==> src/rtl/pipeline_ctrl_pkg.sv <==
// Shared types and defaults for the pipeline stall/flush sequencer.
package pipeline_ctrl_pkg;

  localparam int unsigned RegAddrWidthDefault = 5;
  localparam int unsigned MemTimeoutDefault   = 16;
  localparam int unsigned CntWidthDefault     = 16;

  localparam logic [1:0] ST_RUN      = 2'd0;
  localparam logic [1:0] ST_MEM_WAIT = 2'd1;
  localparam logic [1:0] ST_TRAP     = 2'd2;

  typedef enum logic [1:0] {
    StRun     = ST_RUN,
    StMemWait = ST_MEM_WAIT,
    StTrap    = ST_TRAP
  } ctrl_state_e;

endpackage

==> src/rtl/pipeline_ctrl_hazard_detect.sv <==
// Combinational load-use hazard comparator between the ID and EX stages.
module pipeline_ctrl_hazard_detect
  import pipeline_ctrl_pkg::*;
#(
  parameter int unsigned RegAddrWidth = RegAddrWidthDefault
) (
  input  logic [RegAddrWidth-1:0] rs1_i,
  input  logic [RegAddrWidth-1:0] rs2_i,
  input  logic [RegAddrWidth-1:0] rd_i,
  input  logic                    mem_read_i,
  output logic                    load_use_o
);

  // x0 is hardwired to zero, so a load targeting it never creates a hazard.
  assign load_use_o = mem_read_i && (rd_i != '0) && ((rd_i == rs1_i) || (rd_i == rs2_i));

endmodule

==> src/rtl/pipeline_ctrl.sv <==
// Stall/flush sequencer for the 5-stage pipeline: memory wait FSM, hazard
// priority muxing, timeout trap and saturating stall-cycle counter.
module pipeline_ctrl
  import pipeline_ctrl_pkg::*;
#(
  parameter int unsigned REG_ADDR_WIDTH = RegAddrWidthDefault,
  parameter int unsigned MEM_TIMEOUT    = MemTimeoutDefault,
  parameter int unsigned CNT_WIDTH      = CntWidthDefault
) (
  input  logic                      clk,
  input  logic                      reset_n,
  input  logic [REG_ADDR_WIDTH-1:0] IF_ID_rs1,
  input  logic [REG_ADDR_WIDTH-1:0] IF_ID_rs2,
  input  logic [REG_ADDR_WIDTH-1:0] ID_EX_rd,
  input  logic                      ID_EX_mem_read,
  input  logic                      EX_branch_taken,
  input  logic                      EX_MEM_mem_access,
  input  logic                      dmem_ack,
  output logic                      pc_en,
  output logic                      IF_ID_en,
  output logic                      ID_EX_en,
  output logic                      EX_MEM_en,
  output logic                      MEM_WB_en,
  output logic                      IF_ID_flush,
  output logic                      ID_EX_flush,
  output logic                      EX_MEM_flush,
  output logic                      MEM_WB_flush,
  output logic                      dmem_req,
  output logic                      mem_err,
  output logic [CNT_WIDTH-1:0]      stall_cnt
);

  localparam int unsigned WaitW = $clog2(MEM_TIMEOUT + 1);
  localparam logic [WaitW-1:0] WaitLast = WaitW'(MEM_TIMEOUT - 1);

  ctrl_state_e          state_q, state_d;
  logic [WaitW-1:0]     wait_cnt_q, wait_cnt_d;
  logic                 mem_err_q, mem_err_d;
  logic [CNT_WIDTH-1:0] stall_cnt_q, stall_cnt_d;

  logic load_use;
  logic mem_stall;

  pipeline_ctrl_hazard_detect #(
    .RegAddrWidth(REG_ADDR_WIDTH)
  ) u_hazard_detect (
    .rs1_i      (IF_ID_rs1),
    .rs2_i      (IF_ID_rs2),
    .rd_i       (ID_EX_rd),
    .mem_read_i (ID_EX_mem_read),
    .load_use_o (load_use)
  );

  always_comb begin
    mem_stall = 1'b0;
    unique case (state_q)
      StRun:     mem_stall = EX_MEM_mem_access && !dmem_ack;
      StMemWait: mem_stall = !dmem_ack;
      default:   mem_stall = 1'b0;
    endcase
  end

  // Output muxing: reset, trap, memory stall, branch, load-use in priority order.
  always_comb begin
    pc_en        = 1'b1;
    IF_ID_en     = 1'b1;
    ID_EX_en     = 1'b1;
    EX_MEM_en    = 1'b1;
    MEM_WB_en    = 1'b1;
    IF_ID_flush  = 1'b0;
    ID_EX_flush  = 1'b0;
    EX_MEM_flush = 1'b0;
    MEM_WB_flush = 1'b0;
    dmem_req     = EX_MEM_mem_access;
    if (!reset_n) begin
      {pc_en, IF_ID_en, ID_EX_en, EX_MEM_en, MEM_WB_en}     = '0;
      {IF_ID_flush, ID_EX_flush, EX_MEM_flush, MEM_WB_flush} = '1;
      dmem_req = 1'b0;
    end else if (state_q == StTrap) begin
      {pc_en, IF_ID_en, ID_EX_en, EX_MEM_en, MEM_WB_en} = '0;
      dmem_req = 1'b0;
    end else if (mem_stall) begin
      {pc_en, IF_ID_en, ID_EX_en, EX_MEM_en, MEM_WB_en} = '0;
      MEM_WB_flush = 1'b1;
    end else if (EX_branch_taken) begin
      IF_ID_flush = 1'b1;
      ID_EX_flush = 1'b1;
    end else if (load_use) begin
      pc_en       = 1'b0;
      IF_ID_en    = 1'b0;
      ID_EX_flush = 1'b1;
    end
  end

  always_comb begin
    state_d     = state_q;
    wait_cnt_d  = wait_cnt_q;
    mem_err_d   = mem_err_q;
    stall_cnt_d = stall_cnt_q;
    unique case (state_q)
      StRun: begin
        if (EX_MEM_mem_access && !dmem_ack) begin
          state_d    = StMemWait;
          wait_cnt_d = WaitW'(1);
        end
      end
      StMemWait: begin
        if (dmem_ack) begin
          state_d    = StRun;
          wait_cnt_d = '0;
        end else if (wait_cnt_q == WaitLast) begin
          state_d   = StTrap;
          mem_err_d = 1'b1;
        end else begin
          wait_cnt_d = wait_cnt_q + 1'b1;
        end
      end
      default: state_d = StTrap;
    endcase
    if (!pc_en && (stall_cnt_q != '1)) begin
      stall_cnt_d = stall_cnt_q + 1'b1;
    end
  end

  always_ff @(posedge clk or negedge reset_n) begin
    if (!reset_n) begin
      state_q     <= StRun;
      wait_cnt_q  <= '0;
      mem_err_q   <= 1'b0;
      stall_cnt_q <= '0;
    end else begin
      state_q     <= state_d;
      wait_cnt_q  <= wait_cnt_d;
      mem_err_q   <= mem_err_d;
      stall_cnt_q <= stall_cnt_d;
    end
  end

  assign mem_err   = mem_err_q;
  assign stall_cnt = stall_cnt_q;

endmodule

==> config.mk <==
export PLATFORM = sky130hd
export DESIGN_NAME = pipeline_ctrl
export DESIGN_NICKNAME = d
export VERILOG_FILES = /design/src/rtl/pipeline_ctrl_pkg.sv /design/src/rtl/pipeline_ctrl_hazard_detect.sv /design/src/rtl/pipeline_ctrl.sv
export SDC_FILE = /design/constraint.sdc
export NUM_CORES = 1
export LEC_CHECK = 0
export CORE_UTILIZATION = 66
export DETAILED_ROUTE_END_ITERATION = 10
export DONT_BUFFER_PORTS = 1
export PLACE_DENSITY_LB_ADDON = 0.25
export REMOVE_ABC_BUFFERS = 1
export SYNTH_ARGS = -nofsm -noshare
export SYNTH_HDL_FRONTEND = slang
export SYNTH_SLANG_ARGS = --single-unit
==> constraint.sdc <==
create_clock -name clk -period 4.4 [get_ports clk]
set_clock_uncertainty 0.2 [all_clocks]
set_input_delay 0.88 -clock clk [delete_from_list [all_inputs] [get_ports clk]]
set_output_delay 0.88 -clock clk [all_outputs]
set_load 0.005 [all_outputs]
==> results.sh, run 1 <==
export IMPL_run_status="finished, final reports clean"
export IMPL_min_period_ps=3140
export IMPL_rr_startpoint="state_q[0]"
export IMPL_io_buffer_count=0
export IMPL_die_area_sq_um=2290
export IMPL_grt_overflow_total=0
export IMPL_synth_avg_cell_area_sq_um=9.72
export IMPL_die_height_um=47.9
export IMPL_r2r_slack_ps=1970
export IMPL_ant_nets=0
export IMPL_grt_usage_pct=21.8
export IMPL_yosysTopAreaCellShare_pct=43.2
export IMPL_postCtsHoldBufs=0
export IMPL_pwr_share_seq_pct=60.0
export IMPL_yosysSeqAreaShare_pct=43.2
export IMPL_relSlewSlack_pct=66.7
export IMPL_met2_wirelength_um=1120
export IMPL_grt_pass1_wl_um=3420
export IMPL_drive_gt1_share_pct=9.15
export IMPL_synth_area_sq_um=1390
export IMPL_crit_chain="o21ai_0, and3_2, a21boi_4"
export IMPL_final_nets=167
export IMPL_clk_latency_ps=310
export IMPL_p_sw_uw=157
export IMPL_antenna_cells=0
export IMPL_drt_wl_total_um=2360
export IMPL_m1WireLength_um=1040
export IMPL_cts_buffer_depth=2
export IMPL_max_freq_ghz=0.319
export IMPL_min_path_type="input pin to async pin"
export IMPL_post_place_ws_ps=1260
export IMPL_p_int_uw=356
export IMPL_critPathArrivalTime_ps=2060
export IMPL_max_cap_violations=0
export IMPL_crit_fanout=17
export IMPL_hpwl_um=1800
export IMPL_fill_cells=163
export IMPL_pwr_share_comb_pct=17.6
export IMPL_grt_antenna_before_repair=0
export IMPL_slowest_delay_ps=440
export IMPL_numClockSinks=24
export IMPL_power_density_nw_per_um2=361
export IMPL_drtPass1Iterations=7
export IMPL_ios=48
export IMPL_synth_area_leaders="dfrtp_1 (43%), xor2_1 (8.2%), xnor2_1 (7.6%)"
export IMPL_cp_start_kind="input pin"
export IMPL_vias_per_cell=5.85
export IMPL_maxSlewViolCount=0
export IMPL_start_util_pct=70.9
export IMPL_num_rows=16
export IMPL_whs_ps=36.3
export IMPL_path_clk_slew_ps=130
export IMPL_vias=988
export IMPL_gpl_final_weighted_congestion=0.762
export IMPL_core_area_sq_um=1960
export IMPL_syn_inst=143
export IMPL_slowest_stage="a21boi_4"
export IMPL_critPathRequiredTime_ps=3320
export IMPL_reg2reg_to="stall_cnt[1]"
export IMPL_post_cts_repair_setup_buffers=0
export IMPL_cts_root_buf="clkbuf_4"
export IMPL_grt_max_degree=30
export IMPL_fin_crit_sh_pct=71.3
export IMPL_syn_to_final_growth_pct=2.34
export IMPL_wire_per_inst_um=13.9
export IMPL_wl_met3_um=161
export IMPL_setup_tns_ps=0
export IMPL_dpl_cell_area_sq_um=1390
export IMPL_drc=0
export IMPL_p_leak_nw=0.610
export IMPL_cp_startpoint="EX_MEM_mem_access"
export IMPL_criticalPathCategory="input pin to primary output"
export IMPL_critPathBufInv=0
export IMPL_cts_resized=0
export IMPL_hold_viol_final=0
export IMPL_p_sw_share_pct=30.6
export IMPL_drt_iter0_drc=10
export IMPL_total_power_uw=513
export IMPL_finalInstanceArea_sq_um=1420
export IMPL_tightest_slew_ps=495
export IMPL_yosys_area_top_type="dfrtp_1"
export IMPL_p_clk_share_pct=22.4
export IMPL_cts_htree_levels=1
export IMPL_top_layer_used="met4"
export IMPL_cts_buffers=3
export IMPL_end_kind="primary output"
export IMPL_fin_ws_ps=1260
export IMPL_vdd_drop_max_mv=0.418
export IMPL_synth_cell_types=37
export IMPL_yosys_warnings=0
export IMPL_grt_setup_unrepaired="false"
export IMPL_reg2regPathDepth=5
export IMPL_die_x_um=47.9
export IMPL_grt_pass1_vias=823
export IMPL_cts_tree="built"
export IMPL_ys_ff_latch=24
export IMPL_setup_violations=0
export IMPL_critPathTopFamily="compound AO/OA/AOI/OAI gates"
## logic make-up after synthesis
logic type	count (synthesis)	synth area share, %
muxes	1	0.810
adders and majority gates	3	2.70
DFF	24	43.2
buffers and inverters	8	3.51
and+or+nand+nor	63	24.6
xor gates and xnor gates	25	15.8
AOI/OAI and AO/OA	19	9.45
## through the flow
step	utilization, %	instances
final	72.5	169
after global routing	72.5	169
after CTS	72.5	169
after detailed placement	70.7	165
after global placement	70.7	165
after floorplan	-	138
## state kept, by name, indices dropped and copies added (netlist names)
register	flops
state_q	2
stall_cnt	16
wait_cnt_q	5
mem_err	1
## cell usage after synthesis
cell and n:
buf_6 1, nand4_1 2, nand3b_1 2, nor4b_1 1, and3_1 2, o31ai_1 1
nand3_1 9, a211oi_1 1, clkbuf_1 1, ha_1 3, o21ai_0 6, buf_4 3
or2_2 1, xor2_1 13, o21ai_2 1, nor3b_1 5, a311o_1 1, or3_1 1
and4bb_2 1, and4_2 1, inv_1 3, a21boi_4 1, o22ai_1 1, nor2_1 11
nand2_1 17, nand4b_1 1, and3_2 2, a21o_1 3, or2b_2 1, a21oi_1 4
and2_1 1, mux2_2 1, xnor2_1 12, and4_1 1, dfrtp_1 24, nor3_1 3
or4_1 1
## area by class of cell
class	instances	area [sq um]	share of cell area, %
multi-input combinational	111	741	52.1
inverter	3	11.3	0.792
clock buffer	4	36.3	2.55
tap	27	33.8	2.37
sequential	24	601	42.2
## cell usage in the layout (no fill, tap or decap), types with 4 or more instances in the layout
master,count
nand2_1,17
a21oi_1,4
nor2_1,11
nand3_1,9
xnor2_1,12
xor2_1,13
dfrtp_1,24
nor3b_1,5
o21ai_0,6
## worst max path at each step
stage               end  slack [ps]  cells past startpoint
3_5_place_dp   IF_ID_en        1260                      4
5_1_grt           pc_en        1090                      3
2_1_floorplan  IF_ID_en        1380                      4
6_report          pc_en        1260                      3
3_3_place_gp   IF_ID_en        1290                      4
4_1_cts        IF_ID_en        1250                      3
## power by group through the flow
stage / combinational [mW] / clock, mW / sequential (mW)
finish: 0.0903 / 0.115 / 0.308
global route: 0.105 / 0.126 / 0.315
CTS: 0.0919 / 0.119 / 0.308
detailed placement: 0.0924 / 0 / 0.312
global placement: 0.0879 / 0 / 0.312
floorplan: 0.0805 / 0 / 0.301
## worst register-to-register path, stage by stage (launching register included)
cell and delay, ps:
dfrtp_1 460, o21ai_0 450, and3_2 340, a21boi_4 440
a21oi_1 150, mux2_2 300
## per-layer routing
layer / up-vias / global-route usage [%]
met5: - / 0
met4: 0 / 11.1
met3: 4 / 5.66
met2: 37 / 33.8
met1: 454 / 28.1
li1: 493 / -
Note: power is estimated with default switching activity, not from simulation.
==> inputs of run 2 (changes only) <==
--- a/config.mk
+++ b/config.mk
@@ -5,7 +5,7 @@
 export SDC_FILE = /design/constraint.sdc
 export NUM_CORES = 1
 export LEC_CHECK = 0
-export CORE_UTILIZATION = 66
+export CORE_UTILIZATION = 56
 export DETAILED_ROUTE_END_ITERATION = 10
 export DONT_BUFFER_PORTS = 1
 export PLACE_DENSITY_LB_ADDON = 0.25
==> constraint.sdc (replaced) <==
create_clock -name clk -period 2.7 [get_ports clk]
set_clock_uncertainty 0.2 [all_clocks]
set_input_delay 0.54 -clock clk [delete_from_list [all_inputs] [get_ports clk]]
set_output_delay 0.54 -clock clk [all_outputs]
set_load 0.005 [all_outputs]
==> results.sh, run 2 (synthesized netlist as in run 1, its figures left out) <==
export IMPL_critPathTopFamily="compound AO/OA/AOI/OAI gates"
export IMPL_vias_per_cell=6.11
export IMPL_crit_fanout=9
export IMPL_cts_tree="built"
export IMPL_globalRouteMet1Util_pct=30.2
export IMPL_die_x_um=51.8
export IMPL_syn_to_final_growth_pct=2.97
export IMPL_max_cap_violations=0
export IMPL_final_cell_count_no_fill=171
export IMPL_critPathBufInv=0
export IMPL_vdd_drop_max_mv=0.462
export IMPL_min_path_type="input pin to register"
export IMPL_grtUsageMet3_pct=5.26
export IMPL_cp_start_kind="register"
export IMPL_busiest_layer="met2"
export IMPL_grt_antenna_before_repair=0
export IMPL_ant_nets=0
export IMPL_die_area_sq_um=2690
export IMPL_vias=1045
export IMPL_setup_violations=0
export IMPL_path_clk_slew_ps=130
export IMPL_num_rows=17
export IMPL_power_density_nw_per_um2=580
export IMPL_hold_viol_final=0
export IMPL_maxSlewViolCount=0
export IMPL_clk_latency_ps=320
export IMPL_relSlewSlack_pct=28.5
export IMPL_io_buffer_count=0
export IMPL_post_place_cells=166
export IMPL_hold_depth=2
export IMPL_setup_tns_ps=0
export IMPL_layout_commonest_cell="dfrtp_1"
export IMPL_max_freq_ghz=0.398
export IMPL_total_power_uw=830
export IMPL_criticalPathCategory="register to primary output"
export IMPL_end_kind="primary output"
export IMPL_ios=48
export IMPL_final_cell_mix="dfrtp_1 (24), nand2_1 (17), xor2_1 (13)"
export IMPL_gpl_final_weighted_congestion=0.746
export IMPL_drt_iter0_drc=18
export IMPL_cts_root_buf="clkbuf_4"
export IMPL_fin_crit_sh_pct=93.1
export IMPL_p_leak_nw=0.611
export IMPL_grt_setup_unrepaired="false"
export IMPL_tightest_slew_ps=1070
export IMPL_critPathRequiredTime_ps=1960
export IMPL_largest_reg_flops=16
export IMPL_run_status="finished, final reports clean"
export IMPL_slowest_stage="dfrtp_1"
export IMPL_met2_usage_pct=39.3
export IMPL_die_height_um=51.8
export IMPL_numClockSinks=24
export IMPL_p_sw_share_pct=33.5
export IMPL_critPathArrivalTime_ps=1770
export IMPL_hpwl_um=1950
export IMPL_cp_depth=3
export IMPL_start_util_pct=61.1
export IMPL_p_clk_share_pct=19.2
export IMPL_core_area_sq_um=2280
export IMPL_grt_max_degree=25
export IMPL_slowest_delay_ps=470
export IMPL_p_int_uw=552
export IMPL_drt_wl_total_um=2800
export IMPL_cts_htree_levels=1
export IMPL_drive_gt1_share_pct=9.09
export IMPL_pwr_share_seq_pct=61.0
export IMPL_drc=0
export IMPL_fin_util_pct=62.9
export IMPL_cts_buffer_depth=2
export IMPL_wire_per_inst_um=16.4
export IMPL_drtPass1Iterations=4
export IMPL_antenna_cells=0
export IMPL_final_nets=169
export IMPL_grt_pass1_wl_um=4640
export IMPL_grt_pass1_vias=1022
export IMPL_grt_usage_pct=24.0
export IMPL_cts_buffers=3
export IMPL_pwr_share_comb_pct=19.8
export IMPL_crit_chain="o21ai_1, and3_2, a21boi_4"
export IMPL_grt_overflow_total=0
export IMPL_min_period_ps=2510
export IMPL_p_sw_uw=278
export IMPL_reg2regPathDepth=7
-- run 2: cell types whose count changed in the layout (fill, tap and decap cells not counted), sizes merged --
cell,change
dlygate4sd3,+1
clkbuf,-1
a21boi,+1
-- run 2: repair_timing --
item                                   in CTS  in global routing
buffers inserted                            0                  0
endpoints found under the hold margin      24                  0
pin swaps                                   0                  0
cloned                                      1                  0
hold buffers                                1                  0
setup endpoints to repair                   2                  2
resized for setup                           0                  1
-- run 2: per-layer routing --
metal | wire, um | part of all wire (%) | vias up
met2 | 1430 | 51 | 34
li1 | - | - | 496
met3 | 140 | 5.0 | 4
met5 | 0 | 0 | -
met1 | 1210 | 43 | 511
met4 | 25 | 0.89 | 0
-- run 2: worst reg2reg max path, delay by kind of cell, from the launching register on --
kind                     cells  cell delay, ps
AO/OA/AOI/OAI                3             670
adder cells (fa/ha/maj)      2             480
flip-flops                   1             440
AND/OR/NAND/NOR              2             410
-- run 2: final timing paths --
check	from	endpoint	slack, ps
min reg2reg	mem_err	mem_err	300
max reg2reg	wait_cnt_q[0]	wait_cnt_q[3]	420
min in group asynchronous	reset_n	mem_err	650
min	EX_MEM_mem_access	state_q[0]	280
max in group asynchronous	reset_n	stall_cnt[11]	1010
max	state_q[0]	IF_ID_en	190
-- run 2: final cells by class --
| class | instances | area, sq um |
|---|---|---|
| well taps | 28 | 35.0 |
| flip-flops and latches | 24 | 601 |
| repair buffers | 1 | 10.0 |
| clock buffers | 3 | 22.5 |
| inverters | 3 | 11.3 |
| multi-input cells | 112 | 752 |
| fillers | 200 | 845 |
-- run 2: stage by stage --
stage	hold slack, ps	setup slack [ps]	instance area, sq um
2_1_floorplan	44.4	360	1350
3_3_place_gp	44.9	249	1390
3_5_place_dp	44.9	176	1390
4_1_cts	276	29.3	1430
5_1_grt	285	52.0	1430
6_report	278	187	1430
-- run 2: power groups by stage --
stage,logic [mW],clock network (mW),registers [mW]
after global placement,0.145,0,0.511
after global routing,0.190,0.178,0.517
after CTS,0.166,0.163,0.505
after floorplan,0.131,0,0.491
final,0.164,0.159,0.507
after detailed placement,0.154,0,0.513
==> inputs of run 3 (changes only) <==
--- a/config.mk
+++ b/config.mk
@@ -5,9 +5,11 @@
 export SDC_FILE = /design/constraint.sdc
 export NUM_CORES = 1
 export LEC_CHECK = 0
+export CAP_MARGIN = 20
 export CORE_UTILIZATION = 56
 export DETAILED_ROUTE_END_ITERATION = 10
 export DONT_BUFFER_PORTS = 1
+export MAX_ROUTING_LAYER = met4
 export PLACE_DENSITY_LB_ADDON = 0.25
 export REMOVE_ABC_BUFFERS = 1
 export SYNTH_ARGS = -nofsm -noshare
==> results.sh, run 3 (synthesized netlist as in run 1, its figures left out) <==
export IMPL_run_status="finished, final reports clean"
export IMPL_maxSlewViolCount=0
export IMPL_setup_tns_ps=0
export IMPL_max_freq_ghz=0.397
export IMPL_critPathRequiredTime_ps=1960
export IMPL_slowest_stage="dfrtp_1"
export IMPL_drtPass1Iterations=4
export IMPL_criticalPathCategory="register to primary output"
export IMPL_cts_htree_levels=1
export IMPL_cts_tree="built"
export IMPL_hold_viol_final=0
export IMPL_tightest_slew_ps=598
export IMPL_relSlewSlack_pct=60.0
export IMPL_r2r_slack_ps=420
export IMPL_grt_pass1_wl_um=4640
export IMPL_largest_reg_flops=16
export IMPL_path_clk_slew_ps=130
export IMPL_gpl_final_weighted_congestion=0.755
export IMPL_fin_ws_ps=180
export IMPL_final_nets=170
export IMPL_final_cell_mix="dfrtp_1 (24), nand2_1 (17), xor2_1 (13)"
export IMPL_fin_crit_sh_pct=93.3
export IMPL_power_density_nw_per_um2=574
export IMPL_num_rows=17
export IMPL_drt_iter0_drc=18
export IMPL_wire_per_inst_um=16.4
export IMPL_die_x_um=51.8
export IMPL_layout_commonest_cell="dfrtp_1"
export IMPL_cp_start_kind="register"
export IMPL_finalInstanceArea_sq_um=1450
export IMPL_p_leak_nw=0.618
export IMPL_start_util_pct=61.1
export IMPL_slowest_delay_ps=470
export IMPL_max_cap_violations=0
export IMPL_cts_buffers=3
export IMPL_ant_nets=0
export IMPL_vdd_drop_max_mv=0.459
export IMPL_crit_chain="o21ai_1, and3_2, a21boi_4"
export IMPL_antenna_cells=0
export IMPL_min_path_type="input pin to register"
export IMPL_drive_gt1_share_pct=9.72
export IMPL_grt_max_degree=25
export IMPL_grt_setup_unrepaired="false"
export IMPL_dpl_cell_area_sq_um=1390
export IMPL_syn_to_final_growth_pct=4.05
export IMPL_die_height_um=51.8
export IMPL_total_power_uw=830
export IMPL_cts_root_buf="clkbuf_4"
export IMPL_core_area_sq_um=2280
export IMPL_grt_usage_pct=24.6
export IMPL_hpwl_um=1950
export IMPL_io_buffer_count=0
export IMPL_critPathBufInv=0
export IMPL_cts_buffer_depth=2
export IMPL_end_kind="primary output"
export IMPL_whs_ps=287
export IMPL_critPathArrivalTime_ps=1780
export IMPL_min_period_ps=2520
export IMPL_drt_wl_total_um=2820
export IMPL_post_place_ws_ps=176
export IMPL_numClockSinks=24
export IMPL_grt_overflow_total=0
export IMPL_critPathTopFamily="compound AO/OA/AOI/OAI gates"
export IMPL_grt_antenna_before_repair=0
export IMPL_drc=0
export IMPL_post_cts_repair_setup_buffers=0
export IMPL_grt_pass1_vias=1023
export IMPL_die_area_sq_um=2690
export IMPL_ios=48
export IMPL_crit_fanout=9
export IMPL_vias_per_cell=6.13
export IMPL_clk_latency_ps=310
export IMPL_setup_violations=0
export IMPL_vias=1055
-- run 3: cell types whose count changed in the layout (fill, tap and decap cells not counted) --
cell / before / now
buf_8: 0 / 1
-- run 3: layer usage --
metal,global-route usage (%),part of all wire [%],vias to the layer above
met3,5.26,6.0,2
met2,39.3,52,42
met4,10.4,0.60,0
li1,-,-,497
met1,30.2,42,514
met5,-,0,-
-- run 3: final timing paths --
check                                  start       endpoint  depth (start not counted)
min in group asynchronous            reset_n     state_q[0]                          1
setup reg to reg               wait_cnt_q[0]  wait_cnt_q[3]                          7
setup / recovery                  state_q[0]       IF_ID_en                          3
hold reg to reg                      mem_err        mem_err                          1
max in group asynchronous            reset_n   stall_cnt[7]                          2
hold / removal             EX_MEM_mem_access     state_q[0]                          2
-- run 3: where the power goes --
part	internal (mW)	switching, mW	total (mW)
clock network	0.0522	0.105	0.157
registers	0.417	0.0895	0.506
logic	0.0850	0.0815	0.166
total	0.554	0.276	0.830
-- run 3: what timing repair did --
item                                    CTS  global route
gates cloned                              1             0
endpoints found under the setup margin    2             2
hold buffers                              1             0
hold endpoints to repair                 24             0
gates resized for setup                   0             1
-- run 3: final cells by class --
type / instances / area [sq um]
Fill cell: 200 / 830
Timing Repair Buffer: 2 / 25.0
Tap cell: 28 / 35.0
Sequential cell: 24 / 601
Clock buffer: 3 / 22.5
Multi-Input combinational cell: 112 / 752
Inverter: 3 / 11.3
-- run 3: stage by stage --
step           util (%)  cells
2_1_floorplan         -    138
3_3_place_gp       61.0    166
3_5_place_dp       61.0    166
4_1_cts            62.9    171
5_1_grt            63.6    172
6_report           63.6    172
